--- src/rtl/counter_seq_pkg.sv ---
// Shared types and default sizing for the counter load sequencer.
package counter_seq_pkg;

    typedef enum logic [1:0] {
        IDLE = 2'd0,
        LOAD = 2'd1,
        RUN  = 2'd2,
        DONE = 2'd3
    } seq_state_t;

    localparam int unsigned DefaultWidth         = 8;
    localparam int unsigned DefaultRepW          = 8;
    localparam int unsigned DefaultTimeoutCycles = 1024;

endpackage

--- src/rtl/counter_seq_watchdog.sv ---
// RUN-state watchdog: counts cycles since RUN entry or the last cout and flags
// when the count reaches TIMEOUT_CYCLES-1. Only built with COUNTER_SEQ_TIMEOUT_EN.
module counter_seq_watchdog #(
    parameter int unsigned TIMEOUT_CYCLES = 1024
) (
    input  logic clk,
    input  logic reset,
    input  logic clear,
    input  logic active,
    output logic expired
);

    localparam int unsigned CntW = (TIMEOUT_CYCLES > 2) ? $clog2(TIMEOUT_CYCLES) : 1;
    localparam logic [CntW-1:0] Limit = CntW'(TIMEOUT_CYCLES - 1);

    logic [CntW-1:0] cnt;

    // Cycle counter; holds at the limit instead of wrapping.
    always_ff @(posedge clk or negedge reset) begin
        if (!reset) begin
            cnt <= '0;
        end else if (clear) begin
            cnt <= '0;
        end else if (active && (cnt != Limit)) begin
            cnt <= cnt + CntW'(1);
        end
    end

    assign expired = (cnt == Limit);

endmodule

--- src/rtl/counter_load_sequencer.sv ---
// Transaction-level front end for a loadable up-counter: accepts a preset and
// repeat count, loads the counter, enables it until the requested number of
// cout pulses is seen, then pulses done. Optional watchdog under the
// COUNTER_SEQ_TIMEOUT_EN macro adds a timeout output.
module counter_load_sequencer
    import counter_seq_pkg::*;
#(
    parameter int unsigned WIDTH          = DefaultWidth,
    parameter int unsigned REP_W          = DefaultRepW,
    parameter int unsigned TIMEOUT_CYCLES = DefaultTimeoutCycles
) (
    input  logic             clk,
    input  logic             reset,
    input  logic             cmd_valid,
    output logic             cmd_ready,
    input  logic [WIDTH-1:0] cmd_data,
    input  logic [REP_W-1:0] cmd_reps,
    input  logic             abort,
    output logic [WIDTH-1:0] data,
    output logic             load,
    output logic             enable,
    input  logic             cout,
    output logic             busy,
    output logic             done,
    output logic             aborted,
    output logic [REP_W-1:0] cout_seen
`ifdef COUNTER_SEQ_TIMEOUT_EN
    ,
    output logic             timeout
`endif
);

    seq_state_t       state;
    seq_state_t       state_next;
    logic [REP_W-1:0] reps;
    logic             accept;
    logic             final_cout;
    logic             abort_hit;
    logic             timeout_hit;
    logic             wd_expired;

    // cmd_ready is a registered copy of (state == IDLE), so it gates acceptance.
    assign accept     = cmd_valid && cmd_ready;
    assign final_cout = cout && (cout_seen == (reps - REP_W'(1)));

`ifdef COUNTER_SEQ_TIMEOUT_EN
    logic wd_raw;
    logic run_entry;

    assign run_entry = (state == LOAD) && (state_next == RUN);

    counter_seq_watchdog #(
        .TIMEOUT_CYCLES(TIMEOUT_CYCLES)
    ) u_watchdog (
        .clk    (clk),
        .reset  (reset),
        .clear  (run_entry || cout),
        .active (state == RUN),
        .expired(wd_raw)
    );

    // A cout in the expiring cycle counts as progress, so it cancels the timeout.
    assign wd_expired = wd_raw && !cout;
`else
    assign wd_expired = 1'b0;
`endif

    // Next-state decode; abort outranks both completion and timeout.
    always_comb begin
        state_next  = state;
        abort_hit   = 1'b0;
        timeout_hit = 1'b0;
        unique case (state)
            IDLE: begin
                if (accept) begin
                    state_next = LOAD;
                end
            end
            LOAD: begin
                if (abort) begin
                    state_next = IDLE;
                    abort_hit  = 1'b1;
                end else if (reps == '0) begin
                    state_next = DONE;
                end else begin
                    state_next = RUN;
                end
            end
            RUN: begin
                if (abort) begin
                    state_next = IDLE;
                    abort_hit  = 1'b1;
                end else if (final_cout) begin
                    state_next = DONE;
                end else if (wd_expired) begin
                    state_next  = IDLE;
                    timeout_hit = 1'b1;
                end
            end
            // done already went out this cycle, so a late abort is not reported.
            DONE: begin
                state_next = IDLE;
            end
            default: begin
                state_next = IDLE;
            end
        endcase
    end

    // State, command registers and registered outputs derived from the next state.
    always_ff @(posedge clk or negedge reset) begin
        if (!reset) begin
            state     <= IDLE;
            cmd_ready <= 1'b1;
            data      <= '0;
            reps      <= '0;
            load      <= 1'b0;
            enable    <= 1'b0;
            busy      <= 1'b0;
            done      <= 1'b0;
            aborted   <= 1'b0;
            cout_seen <= '0;
`ifdef COUNTER_SEQ_TIMEOUT_EN
            timeout   <= 1'b0;
`endif
        end else begin
            state     <= state_next;
            cmd_ready <= (state_next == IDLE);
            load      <= (state_next == LOAD);
            enable    <= (state_next == RUN);
            busy      <= (state_next != IDLE);
            done      <= (state_next == DONE);
            aborted   <= abort_hit;
`ifdef COUNTER_SEQ_TIMEOUT_EN
            timeout   <= timeout_hit;
`endif
            if (accept) begin
                data      <= cmd_data;
                reps      <= cmd_reps;
                cout_seen <= '0;
            end else if ((state == RUN) && cout && (cout_seen != '1)) begin
                cout_seen <= cout_seen + REP_W'(1);
            end
        end
    end

`ifndef COUNTER_SEQ_TIMEOUT_EN
    // Without the watchdog the timeout decode is constant; keep it referenced.
    logic unused_timeout;
    assign unused_timeout = timeout_hit;
`endif

endmodule
--- config.mk ---
export PLATFORM = sky130hd
export DESIGN_NAME = counter_load_sequencer
export DESIGN_NICKNAME = d
export VERILOG_FILES = /design/src/rtl/counter_seq_pkg.sv /design/src/rtl/counter_seq_watchdog.sv /design/src/rtl/counter_load_sequencer.sv
export SDC_FILE = /design/constraint.sdc
export NUM_CORES = 1
export LEC_CHECK = 0
export ABC_AREA = 1
export CAP_MARGIN = 20
export CORE_ASPECT_RATIO = 1.5
export CORE_MARGIN = 8
export CORE_UTILIZATION = 46
export DETAILED_ROUTE_END_ITERATION = 10
export GPL_TIMING_DRIVEN = 0
export HOLD_SLACK_MARGIN = 0.05
export PLACE_DENSITY = 0.76
export SYNTH_ARGS = -nofsm -noshare
export SYNTH_HDL_FRONTEND = slang
export SYNTH_HIERARCHICAL = 1
export SYNTH_SLANG_ARGS = --single-unit
export TNS_END_PERCENT = 100
--- constraint.sdc ---
create_clock -name clk -period 3.2 [get_ports clk]
set_input_delay 0.64 -clock clk [delete_from_list [all_inputs] [get_ports clk]]
set_output_delay 0.64 -clock clk [all_outputs]
set_load 0.01 [all_outputs]
==> impl_metrics.env, run 1 <==
export IMPL_outcome="finished, final reports clean"
export IMPL_irDropWorstVdd_mv=0.6429
export IMPL_crit_arrival_ns=2.19
export IMPL_max_freq_mhz=497.4
export IMPL_dieArea_sq_um=5935
export IMPL_synth_cell_types=30
export IMPL_syn_inst=221
export IMPL_worstSkewPairLatency_ns=0.29
export IMPL_hold_path_class="input port to asynchronous set/reset pin"
export IMPL_drt_wirelength_per_cell_microns=12.64
export IMPL_clk_path_buf_depth=2
export IMPL_power_leakage_nw=1.114
export IMPL_grt_pass1_vias=1582
export IMPL_syn_area_sq_um=1699
export IMPL_fin_cells=314
export IMPL_row_count=27
export IMPL_coreArea_sq_um=3615
export IMPL_skew_ns=0.004854
export IMPL_max_slew_margin_pct=52.88
export IMPL_start_util_pct=47.01
export IMPL_rsz0062_at_grt="false"
export IMPL_startpoint="reps[0]$_DFFE_PN0P_"
export IMPL_totalWireLength_microns=3969
export IMPL_required_ns=3.38
export IMPL_drive_above_1_share_pct=9.594
export IMPL_end_kind="register"
export IMPL_area_growth_pct=33.95
export IMPL_period_share_pct=62.83
export IMPL_hold_buffers=0
export IMPL_r2r_cells=15
export IMPL_die_x_microns=65.63
export IMPL_yosys_warnings=6
export IMPL_grt_overflow_total=0
export IMPL_regToRegEndpoint="load$_DFF_PN0_"
export IMPL_maxSlewViolCount=0
export IMPL_diodes=0
export IMPL_drv_cap=0
export IMPL_grt_max_degree=33
export IMPL_die_h_microns=90.44
export IMPL_portBuffers=42
export IMPL_path_class="register to register"
export IMPL_ys_ff_latch=32
export IMPL_synth_nets=247
export IMPL_cp_endpoint="load$_DFF_PN0_"
export IMPL_drt_pass1_iter_count=4
export IMPL_grt_total_usage_pct=14.52
export IMPL_cts_setup_buffers=0
export IMPL_finalSetupViolations=0
export IMPL_cts_made_buffers=5
export IMPL_grt_pass1_wl_microns=6879
export IMPL_clk_pin_slew_ns=0.07
export IMPL_reg2reg_from="reps[0]$_DFFE_PN0P_"
export IMPL_antenna_found_initial=0
export IMPL_tns_ns=0
export IMPL_rrSetupSlack_ns=1.19
export IMPL_nNetsFinal=296
export IMPL_drt_iter0_drc=49
export IMPL_cp_start_kind="register"
export IMPL_power_per_cell_area_nw_per_um2=887.4
export IMPL_dp_hpwl_microns=2994
export IMPL_cts_sinks=32
export IMPL_worstPathMaxFanout=6
export IMPL_hold_viol_final=0
export IMPL_viasPerCell=4.920
export IMPL_syn_area_per_cell_sq_um=7.688
export IMPL_ioPinCount=43
export IMPL_yosysSeqAreaShare_pct=47.20
export IMPL_htreeDepth=2
export IMPL_holdWs_ns=0.3973
export IMPL_place_gp_congestion=0.8494
export IMPL_ant_nets=0
export IMPL_root_buffer="clkbuf_8"
export IMPL_cts_resized=0
export IMPL_place_inst=306
export IMPL_worstMarginPinSlew_ns=0.7068
export IMPL_tritoncts="done"
export IMPL_drcViolationCount=0
export IMPL_period_minus_slack_ns=2.010
export IMPL_vias=1545
==> placed cells by master, fill, tap and decap left out, types with 5 or more instances in the layout <==
cell and count:
nand2_1 76, clkdlybuf4s50_1 41, dfrtp_1 31, inv_1 23, nor2_1 19, nand3_1 13
o21ai_0 9, nand2_2 6, clkbuf_1 5, a21oi_1 5, ha_1 5, clkbuf_8 5
==> worst min-delay path by stage <==
stage | end | slack (ns) | cells after the start
global route | aborted$_DFF_PN0_ | 0.46 | 1
CTS | aborted$_DFF_PN0_ | 0.42 | 1
finish | aborted$_DFF_PN0_ | 0.40 | 1
floorplan | aborted$_DFF_PN0_ | 0.34 | 0
detailed placement | data[4]$_DFFE_PN0P_ | 0.47 | 2
global placement | data[2]$_DFFE_PN0P_ | 0.46 | 2
==> through the flow <==
| stage | worst slack, ns | utilization (%) | total power [mW] | area [sq um] |
|---|---|---|---|---|
| floorplan | 1.505 | - | 1.292 | 1699 |
| global placement | 0.8343 | 60.12 | 1.632 | 2173 |
| detailed placement | 0.8849 | 59.99 | 1.653 | 2168 |
| CTS | 1.163 | 62.96 | 2.046 | 2276 |
| global route | 1.013 | 62.96 | 2.194 | 2276 |
| finish | 1.190 | 62.96 | 2.020 | 2276 |
==> state kept, by name, indices dropped and copies added, names as in the netlist <==
register	count
load	1
state	2
enable	1
busy	1
reps	8
aborted	1
data	8
cout_seen	8
cmd_ready	1
done	1
==> routing by layer <==
| layer | vias up | GRT usage, % | wire length (microns) |
|---|---|---|---|
| li1 | 791 | - | - |
| met4 | 0 | 6.581 | 55 |
| met1 | 700 | 15.36 | 1629 |
| met5 | - | 0 | 0 |
| met2 | 48 | 23.67 | 1947 |
| met3 | 6 | 6.460 | 336 |
==> synth_stat cells <==
master,count,share of area [%]
o21ai_0,9,2.7
ha_1,5,3.7
a21boi_0,1,0.44
buf_2,1,0.29
a21oi_4,1,0.96
clkbuf_1,4,0.88
dfrtp_1,31,46
nand2_4,1,0.66
nor3_1,2,0.59
a31oi_1,1,0.37
or2_1,1,0.37
o21ai_1,3,0.88
inv_1,23,5.1
dfstp_2,1,1.5
a21oi_1,5,1.5
a211oi_1,1,0.44
nand2_2,6,2.2
xnor2_1,2,1.0
inv_2,2,0.44
a41oi_1,1,0.52
nor2_1,19,4.2
nand4_1,2,0.74
nand3_1,13,3.8
nor4_1,1,0.37
a21oi_2,2,1.0
and3_1,1,0.37
nor2_2,4,1.5
xor2_1,1,0.52
nand2_1,76,17
o41ai_1,1,0.52
==> power breakdown <==
| group | total, mW | switching (mW) | leakage (nW) | internal [mW] |
|---|---|---|---|---|
| sequential | 0.682 | 0.114 | 0.409 | 0.567 |
| clock | 0.382 | 0.151 | 0.0552 | 0.231 |
| combinational | 0.956 | 0.526 | 0.650 | 0.430 |
==> kinds of logic after synthesis <==
family / synth area share, %
simple gates: 31.59
flops: 47.20
xor+xnor: 1.547
buf+inv: 6.700
compound gates: 9.279
fa+ha+maj: 3.682
==> worst max-delay path, stage by stage, from the launching register on <==
cell     delay (ns)
dfrtp_1        0.38
inv_1          0.17
ha_1           0.27
nand2_1        0.11
nor2_1         0.15
nand2_1        0.11
nand3_1        0.10
nand2_1        0.06
nor2_2         0.09
nand2_1        0.08
nand2_1        0.06
nand2_1        0.06
nand2_2        0.08
nand2_4        0.07
nand2_2        0.09
nor2_2         0.04
==> cell type report <==
class | instances | area [sq um]
Buffer | 5 | 20.02
Clock buffer | 6 | 72.57
Clock inverter | 2 | 35.03
Fill cell | 315 | 1339
Inverter | 25 | 93.84
Multi-Input combinational cell | 159 | 783.3
Sequential cell | 32 | 802.0
Tap cell | 43 | 53.80
Timing Repair Buffer | 42 | 415.4
Note: power is estimated with default switching activity, not from simulation.
==> run 2: changes to the inputs <==
- CORE_UTILIZATION: 46 -> 44
- clock period: 3.2 -> 1.65 ns (I/O delays scaled with it)
==> run 2 against run 1 <==
Effect of this change:
- the flow now finishes with violations (setup timing)
- maximum frequency rose by 14%
- clock skew up 0.0039 ns
- register-to-register slack worse by 1.3 ns
- final cell count is 2.9% higher
- sequential power rose by 98%
- clock power rose by 64%
- largest power group unchanged
- non-clock buffer count up 9
- combinational power rose by 130%
- die area rose by 3.6%
- hold slack worse by 0.30 ns
- via count rose by 6.5%
==> impl_metrics.env, run 2 (synthesized netlist as in run 1, its figures left out) <==
export IMPL_drv_cap=0
export IMPL_grt_pass1_wl_microns=7734
export IMPL_maxSlewViolCount=0
export IMPL_hold_path_class="input port to asynchronous set/reset pin"
export IMPL_final_cell_mix="nand2_1 (70), clkdlybuf4s50_1 (38), dfrtp_1 (25)"
export IMPL_start_util_pct=46.14
export IMPL_switching_share_pct=41.41
export IMPL_crit_arrival_ns=1.98
export IMPL_p_clk_share_pct=15.1
export IMPL_r2r_cells=15
export IMPL_stdcell_area_sq_um=2440
export IMPL_dieArea_sq_um=6147
export IMPL_required_ns=1.86
export IMPL_path_class="register to register"
export IMPL_root_buffer="clkbuf_8"
export IMPL_path_cells="inv_2 -> ha_4 -> buf_4 -> nand3_2 -> nand2_1 -> nand3_1 -> nand2_1 -> nor2_2 -> nand2_2 -> nand2_1 -> nand2_1 -> nand2_2 -> nand2_4 -> nand2_4 -> nor2_1"
export IMPL_tritoncts="done"
export IMPL_multi_input_area_sq_um=887.1
export IMPL_crit_path_max_incr_delay_ns=0.40
export IMPL_max_freq_mhz=564.8
export IMPL_fin_ws_ns=-0.1205
export IMPL_irDropWorstVdd_mv=1.278
export IMPL_drcViolationCount=0
export IMPL_drive_above_1_share_pct=21.07
export IMPL_hold_viol_final=0
export IMPL_combPwrFrac_pct=52.4
export IMPL_cp_slowest_cell="dfrtp_1"
export IMPL_rsz0062_at_grt="true"
export IMPL_period_share_pct=107.3
export IMPL_outcome="finished with violations"
export IMPL_violations="setup timing"
export IMPL_ioPinCount=43
export IMPL_top_regs="cout_seen (8), data (8), reps (8)"
export IMPL_place_gp_congestion=0.8665
export IMPL_max_slew_margin_pct=52.43
export IMPL_coreArea_sq_um=3682
export IMPL_die_x_microns=66.74
export IMPL_diodes=0
export IMPL_drt_wirelength_per_cell_microns=14.14
export IMPL_finalPower_mw=4.151
export IMPL_skew_ns=0.008800
export IMPL_fin_util_pct=66.26
export IMPL_die_h_microns=92.11
export IMPL_end_kind="register"
export IMPL_cp_start_kind="register"
export IMPL_worstMarginPinSlew_ns=0.7136
export IMPL_htreeDepth=2
export IMPL_dp_hpwl_microns=3082
export IMPL_grt_max_degree=33
export IMPL_fill_cells=310
export IMPL_p_sw_mw=1.719
export IMPL_clk_path_buf_depth=2
export IMPL_row_count=27
export IMPL_internal_power_mw=2.432
export IMPL_seq_area_sq_um=809.5
export IMPL_place_inst=306
export IMPL_period_minus_slack_ns=1.770
export IMPL_cp_common_cell="nand2_1"
export IMPL_pwr_share_seq_pct=32.5
export IMPL_finalSetupViolations=7
export IMPL_area_growth_pct=43.59
export IMPL_clk_pin_slew_ns=0.07
export IMPL_power_per_cell_area_nw_per_um2=1701
export IMPL_power_leakage_nw=1.203
export IMPL_portBuffers=42
export IMPL_viasPerCell=5.096
export IMPL_vias=1646
export IMPL_drt_iter0_drc=57
export IMPL_totalWireLength_microns=4567
export IMPL_nNetsFinal=305
export IMPL_worstSkewPairLatency_ns=0.28
export IMPL_dpl_worst_slack_ns=-0.3481
export IMPL_fin_cells=323
export IMPL_dpl_cell_area_sq_um=2181
export IMPL_cts_made_buffers=5
export IMPL_cts_sinks=32
export IMPL_worstPathMaxFanout=4
export IMPL_grt_overflow_total=0
export IMPL_antenna_found_initial=0
export IMPL_grt_pass1_vias=1797
export IMPL_final_common_cell="nand2_1"
export IMPL_ant_nets=0
export IMPL_drt_pass1_iter_count=4
export IMPL_hold_buffers=0
export IMPL_grt_total_usage_pct=15.97
run 2: changes by cell type in the layout (fill, tap and decap cells not counted), moves of 5 or more:
cell,previous run,this run
buf_4,0,10
dfrtp_1,31,25
dfrtp_2,0,6
nand2_1,76,70
nand2_4,1,6
run 2: worst max-delay path, delay by kind of cell, from the launching register on:
family | cells | cell delay [ns]
buf+inv | 2 | 0.21
flops | 1 | 0.40
fa+ha+maj | 1 | 0.16
simple gates | 12 | 0.92
run 2: repair_timing:
action	in CTS	in global routing
endpoints found under the setup margin	12	25
pin swaps	6	6
buffers inserted	9	1
resized for setup	16	18
run 2: metrics by stage:
| stage | hold WS (ns) | setup TNS [ns] |
|---|---|---|
| detailed placement | 0.4330 | -3.860 |
| global placement | 0.4605 | -15.31 |
| global route | 0.1569 | -2.120 |
| finish | 0.09711 | -0.6820 |
| floorplan | 0.03441 | 0 |
| CTS | 0.1306 | -0.5125 |
run 2: layout make-up:
class | count | area share (%)
multi-input cells | 159 | 36.36
well taps | 43 | 2.205
inverters | 25 | 3.846
clock buffers | 8 | 3.692
repair buffers | 52 | 20.10
flip-flops and latches | 32 | 33.18
plain buffers | 4 | 0.6154
run 2: power by group through the flow:
stage               logic, mW  registers, mW  clock network (mW)
finish                   2.18           1.35               0.626
global route             2.45           1.39               0.665
CTS                      2.05           1.34               0.635
detailed placement       1.91           1.34                   0
global placement         1.88           1.33                   0
floorplan                1.15           1.39                   0
run 2: worst paths after layout:
path,from,end,slack (ns)
min in group clk,data[3]$_DFFE_PN0P_,data[3]$_DFFE_PN0P_,0.48
max in group asynchronous,reset,cout_seen[6]$_DFFE_PN0P_,1.05
worst min register to register,data[3]$_DFFE_PN0P_,data[3]$_DFFE_PN0P_,0.48
worst max-delay path,reps[0]$_DFFE_PN0P_,cmd_ready$_DFF_PN1_,-0.12
worst min-delay path,reset,data[7]$_DFFE_PN0P_,0.1
worst max register to register,reps[0]$_DFFE_PN0P_,cmd_ready$_DFF_PN1_,-0.12
run 2: metal layers:
| layer | global-route usage [%] | part of all wire [%] |
|---|---|---|
| met5 | 0 | 0 |
| met1 | 15.81 | 38 |
| met3 | 4.994 | 5.2 |
| met2 | 27.30 | 54 |
| met4 | 10.38 | 3.7 |
==> run 3: changes to the inputs <==
- GPL_TIMING_DRIVEN: 0 -> unset
- PLACE_DENSITY: 0.76 -> unset
- PLACE_DENSITY_LB_ADDON: unset -> 0.05
==> run 3 against run 2 <==
Effect of this change:
- the flow still finishes with violations (setup timing)
- critical path depth is 1 higher
- maximum frequency rose by 2.2%
- final cell count increased by 2.8%
- non-clock buffer count is 9 higher
- routed wire length is 5.8% lower
- sequential power is essentially flat
- total power is 3.8% higher
- core utilization grew 2.2 points
- sequential cell count stayed put
- critical endpoint is now load$_DFF_PN0_
- largest power group unchanged
==> impl_metrics.env, run 3 (synthesized netlist as in run 1, its figures left out) <==
export IMPL_outcome="finished with violations"
export IMPL_violations="setup timing"
export IMPL_fin_util_pct=68.47
export IMPL_final_cell_mix="nand2_1 (71), clkdlybuf4s50_1 (39), dfrtp_1 (27)"
export IMPL_cp_top_family="simple AND/OR/NAND/NOR gates"
export IMPL_r2r_cells=16
export IMPL_grt_pass1_vias=1717
export IMPL_max_freq_mhz=577.1
export IMPL_grt_total_usage_pct=15.04
export IMPL_maxSlewViolCount=0
export IMPL_irDropWorstVdd_mv=1.090
export IMPL_grt_pass1_wl_microns=7355
export IMPL_holdWs_ns=0.4037
export IMPL_totalWireLength_microns=4302
export IMPL_drt_pass1_iter_count=4
export IMPL_hold_buffers=0
export IMPL_period_share_pct=105.0
export IMPL_power_leakage_nw=1.257
export IMPL_grt_max_degree=33
export IMPL_start_util_pct=46.14
export IMPL_die_h_microns=92.11
export IMPL_dp_hpwl_microns=3302
export IMPL_vias=1620
export IMPL_worstMarginPinSlew_ns=0.2974
export IMPL_dpl_cell_area_sq_um=2336
export IMPL_path_buf_inv=2
export IMPL_path_class="register to register"
export IMPL_cp_common_cell="nand2_1"
export IMPL_path_depth=16
export IMPL_regToRegEndpoint="load$_DFF_PN0_"
export IMPL_finalPower_mw=4.309
export IMPL_required_ns=1.83
export IMPL_portBuffers=42
export IMPL_worstPathMaxFanout=4
export IMPL_worstSkewPairLatency_ns=0.28
export IMPL_period_minus_slack_ns=1.733
export IMPL_fin_ws_ns=-0.08273
export IMPL_antenna_found_initial=0
export IMPL_htreeDepth=2
export IMPL_dpl_worst_slack_ns=-0.2989
export IMPL_crit_arrival_ns=1.92
export IMPL_ioPinCount=43
export IMPL_place_gp_congestion=0.8730
export IMPL_cts_sinks=32
export IMPL_place_inst=322
export IMPL_cp_slowest_cell="dfrtp_1"
export IMPL_power_per_cell_area_nw_per_um2=1709
export IMPL_clk_path_buf_depth=2
export IMPL_grt_overflow_total=0
export IMPL_tns_ns=-0.3359
export IMPL_cp_start_kind="register"
export IMPL_drv_cap=0
export IMPL_drive_above_1_share_pct=23.18
export IMPL_cp_endpoint="load$_DFF_PN0_"
export IMPL_finalSetupViolations=6
export IMPL_path_cells="inv_2 -> ha_4 -> nand2_2 -> inv_2 -> nor2_2 -> nand3_2 -> nor2_2 -> nand2_1 -> nor2_1 -> nand2_1 -> nand2_1 -> nand2_1 -> nand2_2 -> nand2_4 -> nand2_4 -> nor2_2"
export IMPL_rrSetupSlack_ns=-0.08
export IMPL_cts_made_buffers=5
export IMPL_area_growth_pct=48.38
export IMPL_drt_wirelength_per_cell_microns=12.96
export IMPL_die_x_microns=66.74
export IMPL_coreArea_sq_um=3682
export IMPL_fin_cells=332
export IMPL_tritoncts="done"
export IMPL_drcViolationCount=0
export IMPL_max_slew_margin_pct=80.10
export IMPL_startpoint="reps[0]$_DFFE_PN0P_"
export IMPL_clk_pin_slew_ns=0.07
export IMPL_viasPerCell=4.880
export IMPL_diodes=0
export IMPL_root_buffer="clkbuf_8"
export IMPL_row_count=27
export IMPL_stdcell_area_sq_um=2521
export IMPL_nNetsFinal=314
export IMPL_crit_path_max_incr_delay_ns=0.40
export IMPL_drt_iter0_drc=37
export IMPL_final_common_cell="nand2_1"
export IMPL_reg2reg_from="reps[0]$_DFFE_PN0P_"
export IMPL_rsz0062_at_grt="true"
export IMPL_dieArea_sq_um=6147
export IMPL_skew_ns=0.007310
export IMPL_end_kind="register"
export IMPL_ant_nets=0
export IMPL_hold_viol_final=0
export IMPL_top_regs="cout_seen (8), data (8), reps (8)"
export IMPL_hold_path_class="input port to asynchronous set/reset pin"
## run 3: worst min path at each step
stage	startpoint	to	slack [ns]	cells past startpoint
finish	reset	reps[2]$_DFFE_PN0P_	0.40	2
global route	reset	reps[2]$_DFFE_PN0P_	0.44	2
CTS	reset	reps[2]$_DFFE_PN0P_	0.41	2
detailed placement	data[4]$_DFFE_PN0P_	data[4]$_DFFE_PN0P_	0.47	2
global placement	data[4]$_DFFE_PN0P_	data[4]$_DFFE_PN0P_	0.46	2
floorplan	reset	aborted$_DFF_PN0_	0.03	0
## run 3: cell type report
type,count,area (sq um)
Fill cell,329,1161
Multi-Input combinational cell,159,845.8
Sequential cell,32,807.0
Timing Repair Buffer,65,609.3
Inverter,25,93.84
Clock buffer,5,68.82
Tap cell,43,53.80
Clock inverter,3,42.54
## run 3: worst reg2reg max path, cell delays in order (launching register included)
cell and delay, ns:
dfrtp_1 0.40, inv_2 0.09, ha_4 0.21, nand2_2 0.06
inv_2 0.03, nor2_2 0.08, nand3_2 0.08, nor2_2 0.08
nand2_1 0.05, nor2_1 0.10, nand2_1 0.08, nand2_1 0.06
nand2_1 0.06, nand2_2 0.09, nand2_4 0.07, nand2_4 0.08
nor2_2 0.03
## run 3: repair_timing
item                                    4_1_cts  5_1_grt
pin swaps                                     5        7
setup buffers                                 1        1
resized for setup                             7       16
endpoints found under the setup margin       11       13
hold endpoints to repair                      0        0
## run 3: where the power goes
group / switching, mW / leakage [nW] / internal [mW] / total, mW
Sequential: 0.222 / 0.402 / 1.10 / 1.32
Combinational: 1.16 / 0.800 / 1.09 / 2.25
Clock: 0.295 / 0.0541 / 0.446 / 0.741
## run 3: per-layer routing
| layer | part of all wire, % | global-route usage (%) | vias to the layer above |
|---|---|---|---|
| met5 | 0 | 0 | - |
| met4 | 2.6 | 8.408 | 0 |
| met3 | 4.9 | 4.263 | 8 |
| met2 | 53 | 26.10 | 36 |
| met1 | 39 | 15.35 | 750 |
| li1 | - | - | 826 |
